### src/rtl/pwm_driver.sv
// Dead-time complementary PWM gate driver with a 256-tick period and duty updates applied at period wrap.
// Gate outputs lag the raw compare by one clk plus a DEAD-clk blanking on every raw edge; there is no backpressure.
module pwm_driver #(
  parameter int DIV  = 4,
  parameter int DEAD = 2
) (
  input  logic       clk,
  input  logic       rst_n,
  input  logic       enable,
  input  logic [7:0] duty,
  input  logic       duty_valid,
  output logic       pwm_hi,
  output logic       pwm_lo,
  output logic       period_start,
  output logic [7:0] duty_active
);

  localparam logic [1:0] S_IDLE     = 2'd0;
  localparam logic [1:0] S_HI_ON    = 2'd1;
  localparam logic [1:0] S_LO_ON    = 2'd2;
  localparam logic [1:0] S_DEADBAND = 2'd3;

  localparam logic [3:0] PRESC_MAX = 4'(DIV - 1);
  localparam logic [3:0] DEAD_LD   = 4'(DEAD);
  localparam logic       NO_DEAD   = (DEAD == 0);

  logic       en_q, en_d;
  logic [3:0] presc_q, presc_d;
  logic [7:0] cnt_q, cnt_d;
  logic [7:0] pending_q, pending_d;
  logic [7:0] duty_active_q, duty_active_d;
  logic       period_start_q, period_start_d;
  logic       raw_q, raw_d;
  logic       raw_prev_q, raw_prev_d;
  logic [1:0] state_q, state_d;
  logic [3:0] dead_q, dead_d;

  logic       running;
  logic       rise;
  logic       tick;
  logic       wrap;
  logic       raw_chg;
  logic [7:0] next_duty;
  logic [1:0] level_state;

  always_comb begin
    running     = en_q && enable;
    rise        = enable && !en_q;
    tick        = running && (presc_q == PRESC_MAX);
    wrap        = tick && (cnt_q == 8'hFF);
    // A write landing on the update clk wins over the older pending value.
    next_duty   = duty_valid ? duty : pending_q;
    raw_chg     = (raw_q != raw_prev_q);
    level_state = raw_q ? S_HI_ON : S_LO_ON;

    en_d           = enable;
    presc_d        = presc_q;
    cnt_d          = cnt_q;
    pending_d      = duty_valid ? duty : pending_q;
    duty_active_d  = duty_active_q;
    period_start_d = 1'b0;
    raw_d          = running && (cnt_q < duty_active_q);
    raw_prev_d     = raw_q;
    state_d        = state_q;
    dead_d         = dead_q;

    if (!enable) begin
      presc_d = 4'd0;
      cnt_d   = 8'd0;
    end else if (rise) begin
      presc_d        = 4'd0;
      cnt_d          = 8'd0;
      duty_active_d  = next_duty;
      period_start_d = 1'b1;
    end else begin
      if (tick) begin
        presc_d = 4'd0;
        cnt_d   = cnt_q + 8'd1;
      end else begin
        presc_d = presc_q + 4'd1;
      end
      if (wrap) begin
        duty_active_d  = next_duty;
        period_start_d = 1'b1;
      end
    end

    case (state_q)
      S_IDLE: begin
        if (enable) begin
          if (NO_DEAD) begin
            state_d = level_state;
          end else begin
            state_d = S_DEADBAND;
            dead_d  = DEAD_LD;
          end
        end
      end
      S_HI_ON, S_LO_ON: begin
        if (level_state != state_q) begin
          if (NO_DEAD) begin
            state_d = level_state;
          end else begin
            state_d = S_DEADBAND;
            dead_d  = DEAD_LD;
          end
        end
      end
      default: begin
        // Another raw edge inside the blanking window restarts it.
        if (raw_chg) begin
          dead_d = DEAD_LD;
        end else if (dead_q <= 4'd1) begin
          dead_d  = 4'd0;
          state_d = level_state;
        end else begin
          dead_d = dead_q - 4'd1;
        end
      end
    endcase

    if (!enable) begin
      state_d = S_IDLE;
      dead_d  = 4'd0;
    end
  end

  always_ff @(posedge clk or negedge rst_n) begin
    if (!rst_n) begin
      en_q           <= 1'b0;
      presc_q        <= 4'd0;
      cnt_q          <= 8'd0;
      pending_q      <= 8'd0;
      duty_active_q  <= 8'd0;
      period_start_q <= 1'b0;
      raw_q          <= 1'b0;
      raw_prev_q     <= 1'b0;
      state_q        <= S_IDLE;
      dead_q         <= 4'd0;
    end else begin
      en_q           <= en_d;
      presc_q        <= presc_d;
      cnt_q          <= cnt_d;
      pending_q      <= pending_d;
      duty_active_q  <= duty_active_d;
      period_start_q <= period_start_d;
      raw_q          <= raw_d;
      raw_prev_q     <= raw_prev_d;
      state_q        <= state_d;
      dead_q         <= dead_d;
    end
  end

  // Outputs decode straight from the state flop, so the two gates can never overlap.
  assign pwm_hi       = (state_q == S_HI_ON);
  assign pwm_lo       = (state_q == S_LO_ON);
  assign period_start = period_start_q;
  assign duty_active  = duty_active_q;

endmodule

### config.mk
export PLATFORM = sky130hd
export DESIGN_NAME = pwm_driver
export DESIGN_NICKNAME = d
export VERILOG_FILES = /design/src/rtl/pwm_driver.sv
export SDC_FILE = /design/constraint.sdc
export NUM_CORES = 1
export LEC_CHECK = 0
export CORE_ASPECT_RATIO = 1.1
export CORE_MARGIN = 8
export CORE_UTILIZATION = 45
export DETAILED_ROUTE_END_ITERATION = 16
export PLACE_DENSITY = 0.77
export SYNTH_ARGS = -nofsm -noshare
export SYNTH_HDL_FRONTEND = slang
export SYNTH_SLANG_ARGS = --single-unit
### constraint.sdc
create_clock -name clk -period 2.6 [get_ports clk]
set_input_delay 0.65 -clock clk [delete_from_list [all_inputs] [get_ports clk]]
set_output_delay 0.65 -clock clk [all_outputs]
set_load 0.02 [all_outputs]
==> flow_summary.json <==
{
  "clockBufferDepth": 2,
  "tightest_slew_ps": 825,
  "postRouteAntennaNets": 0,
  "grt_pass1_vias": 1294,
  "grt_pass1_wl_um": 5850,
  "nets": 227,
  "fin_crit_ps": 2200,
  "reg2reg_to": "duty_active[5]$_DFFE_PN0P_",
  "synth.most_common_cell": "dfrtp_1",
  "io_pins": 23,
  "r2r_slack_ps": 690,
  "period_share_pct": 84.5,
  "initial_core_util_pct": 47.3,
  "critical_path_class": "register to output pin",
  "vias": 1307,
  "cts-resized-gates": 0,
  "r2r_start": "presc_q[0]$_DFF_PN0_",
  "ir_worst_vdd_uv": 317,
  "antenna_found_initial": 0,
  "arrival_ps": 1550,
  "cts_setup_buffers": 0,
  "reg2reg_depth": 6,
  "rsz0062_at_grt": "false",
  "p_per_area_nw_per_um2": 637,
  "post-route-util_pct": 57.1,
  "synth_area_leaders": "dfrtp_1 50%, ha_1 9.3%, mux2_2 4.8%",
  "cts_buffers": 5,
  "synth-seq-area-share_pct": 50.3,
  "row_count": 24,
  "die_width_um": 77.8,
  "diodes": 0,
  "tritoncts": "yes",
  "place_area_um2": 2170,
  "grt_max_degree": 39,
  "setup_tns_ps": 0,
  "cp-endpoint": "pwm_hi",
  "netlist.area_leader.share_pct": 50.3,
  "fp.coreArea_um2": 3990,
  "critical_path_required_ps": 1950,
  "status": "completed",
  "grt_overflow_total": 0,
  "async_flop_share_pct": 100,
  "use_met2_pct": 18.3,
  "viasPerCell": 5.15,
  "cts.htree.levels": 2,
  "synth_warnings": 0,
  "crit_start": "state_q[1]$_DFFE_PN0P_",
  "drt_pre_antenna_iters": 4,
  "synth_flop_cell": "dfrtp_1",
  "max_cap_violations": 0,
  "top_usage_layer": "met2",
  "ctsHoldBuffers": 0,
  "p_leak_nw": 1.06,
  "die-height_um": 84.0,
  "drc": 0,
  "grt_usage_pct": 11.1,
  "crit_fanout": 6,
  "synth_cells": 173,
  "setup_viol": 0,
  "synth_largest_area_cell": "dfrtp_1",
  "synth_area_um2": 1890,
  "maxSlewHeadroom_pct": 45.0,
  "synth_edf_count": 0,
  "hold_viol": 0,
  "cp-end-kind": "output pin",
  "drive_above_1_share_pct": 13.9,
  "cts-root-buf": "clkbuf_8",
  "drt-total-wl_um": 3380,
  "clkTransAtPathRegs_ps": 70,
  "synthesis.nets": 199,
  "cts.sink_count": 38,
  "finalInstanceArea_um2": 2280,
  "clock_latency_ps": 290,
  "fin_ws_ps": 404,
  "ys_types": 38,
  "wire_per_inst_um": 13.3,
  "cp-start-kind": "register",
  "synth_common_cells": "38 x dfrtp_1, 17 x nand2_1, 14 x ha_1",
  "pre_cts_ws_ps": 249,
  "die_area_um2": 6530,
  "hp-class": "input pin to async pin",
  "use_met3_pct": 3.88,
  "place_hpwl_um": 2560,
  "port_buffers": 22,
  "report.final.slew_viol_count": 0,
  "clock_skew_ps": 5.22,
  "drtIter0Drc": 62,
  "gr-usage-met1_pct": 12.2,
  "synthToLayoutAreaGrowth_pct": 20.6,
  "routabilityCongestion": 0.762,
  "syn_avg_cell_area_um2": 10.9,
  "synth-seq-cells": 38,
  "max_freq_mhz": 455
}
per-stage QoR:
stage	hold slack, ps	cells	power, mW
4_1_cts	475	254	1.47
3_5_place_dp	467	246	0.987
6_report	453	254	1.45
2_1_floorplan	354	173	0.863
3_3_place_gp	460	246	0.977
5_1_grt	492	254	1.54
kinds of logic after synthesis:
family                   after synthesis  share of synthesized area, %
buffers and inverters                 17                          3.77
AO/OA/AOI/OAI                         29                          11.1
adder cells (fa/ha/maj)               14                          9.27
XOR/XNOR                              10                          4.63
AND/OR/NAND/NOR                       55                          14.9
multiplexers                          10                          6.09
flip-flops                            38                          50.3
final cells by class:
class | count | area, um2
well taps | 52 | 65.1
clock inverters | 3 | 40.0
repair buffers | 25 | 238
fillers | 345 | 1710
multi-input cells | 118 | 868
inverters | 13 | 48.8
flip-flops and latches | 38 | 951
clock buffers | 5 | 68.8
where the power goes:
part           switching [mW]  leakage (nW)  internal (mW)
registers              0.0344         0.486          0.639
clock network           0.200        0.0579          0.282
logic                   0.152         0.515          0.144
total                   0.387          1.06           1.07
placed cells by master (no fill, tap or decap), types with 2 or more instances in the layout:
cell type / Yosys / routed
xor2_1: 5 / 5
inv_1: 13 / 13
clkbuf_8: 0 / 5
a21oi_1: 6 / 6
clkinv_2: 0 / 2
nand2_1: 17 / 17
o21ai_0: 8 / 8
o31ai_1: 2 / 2
nand3_1: 3 / 3
nor3_1: 4 / 4
dfrtp_1: 38 / 38
o21ai_2: 2 / 2
nand4_1: 3 / 3
nand2b_1: 4 / 4
nor2b_1: 2 / 2
mux2_2: 8 / 8
or2_2: 2 / 2
a2bb2oi_1: 2 / 2
and3_1: 3 / 3
nor2_1: 11 / 11
buf_4: 0 / 3
xnor2_1: 5 / 5
clkdlybuf4s50_1: 0 / 21
nor3b_1: 2 / 2
ha_1: 14 / 14
per-layer routing:
layer	wire length, um	vias to the layer above
li1	-	655
met1	1470	625
met2	1660	20
met3	163	7
met4	82	0
met5	0	-
registers in the layout, indices dropped and copies added (netlist names):
signal	count
duty_active	8
period_start	1
state_q	2
raw_prev_q	1
cnt_q	8
en_q	1
raw_prev_d	1
dead_q	4
pending_q	8
presc_q	4
how the worst min path moves through the flow:
stage,cells after the start,slack (ps),start,endpoint
after detailed placement,1,470,presc_q[0]$_DFF_PN0_,presc_q[0]$_DFF_PN0_
after floorplan,0,350,rst_n,cnt_q[0]$_DFFE_PN0P_
after CTS,1,480,rst_n,presc_q[1]$_DFF_PN0_
final,1,450,rst_n,cnt_q[1]$_DFFE_PN0P_
after global routing,1,490,presc_q[0]$_DFF_PN0_,presc_q[0]$_DFF_PN0_
after global placement,1,460,presc_q[0]$_DFF_PN0_,presc_q[0]$_DFF_PN0_
critical path: stages (launching register included):
cell and delay (ps):
dfrtp_1 440, inv_1 80, ha_1 130, clkdlybuf4s50_1 610
No activity file was read; power rests on OpenSTA's default activity.
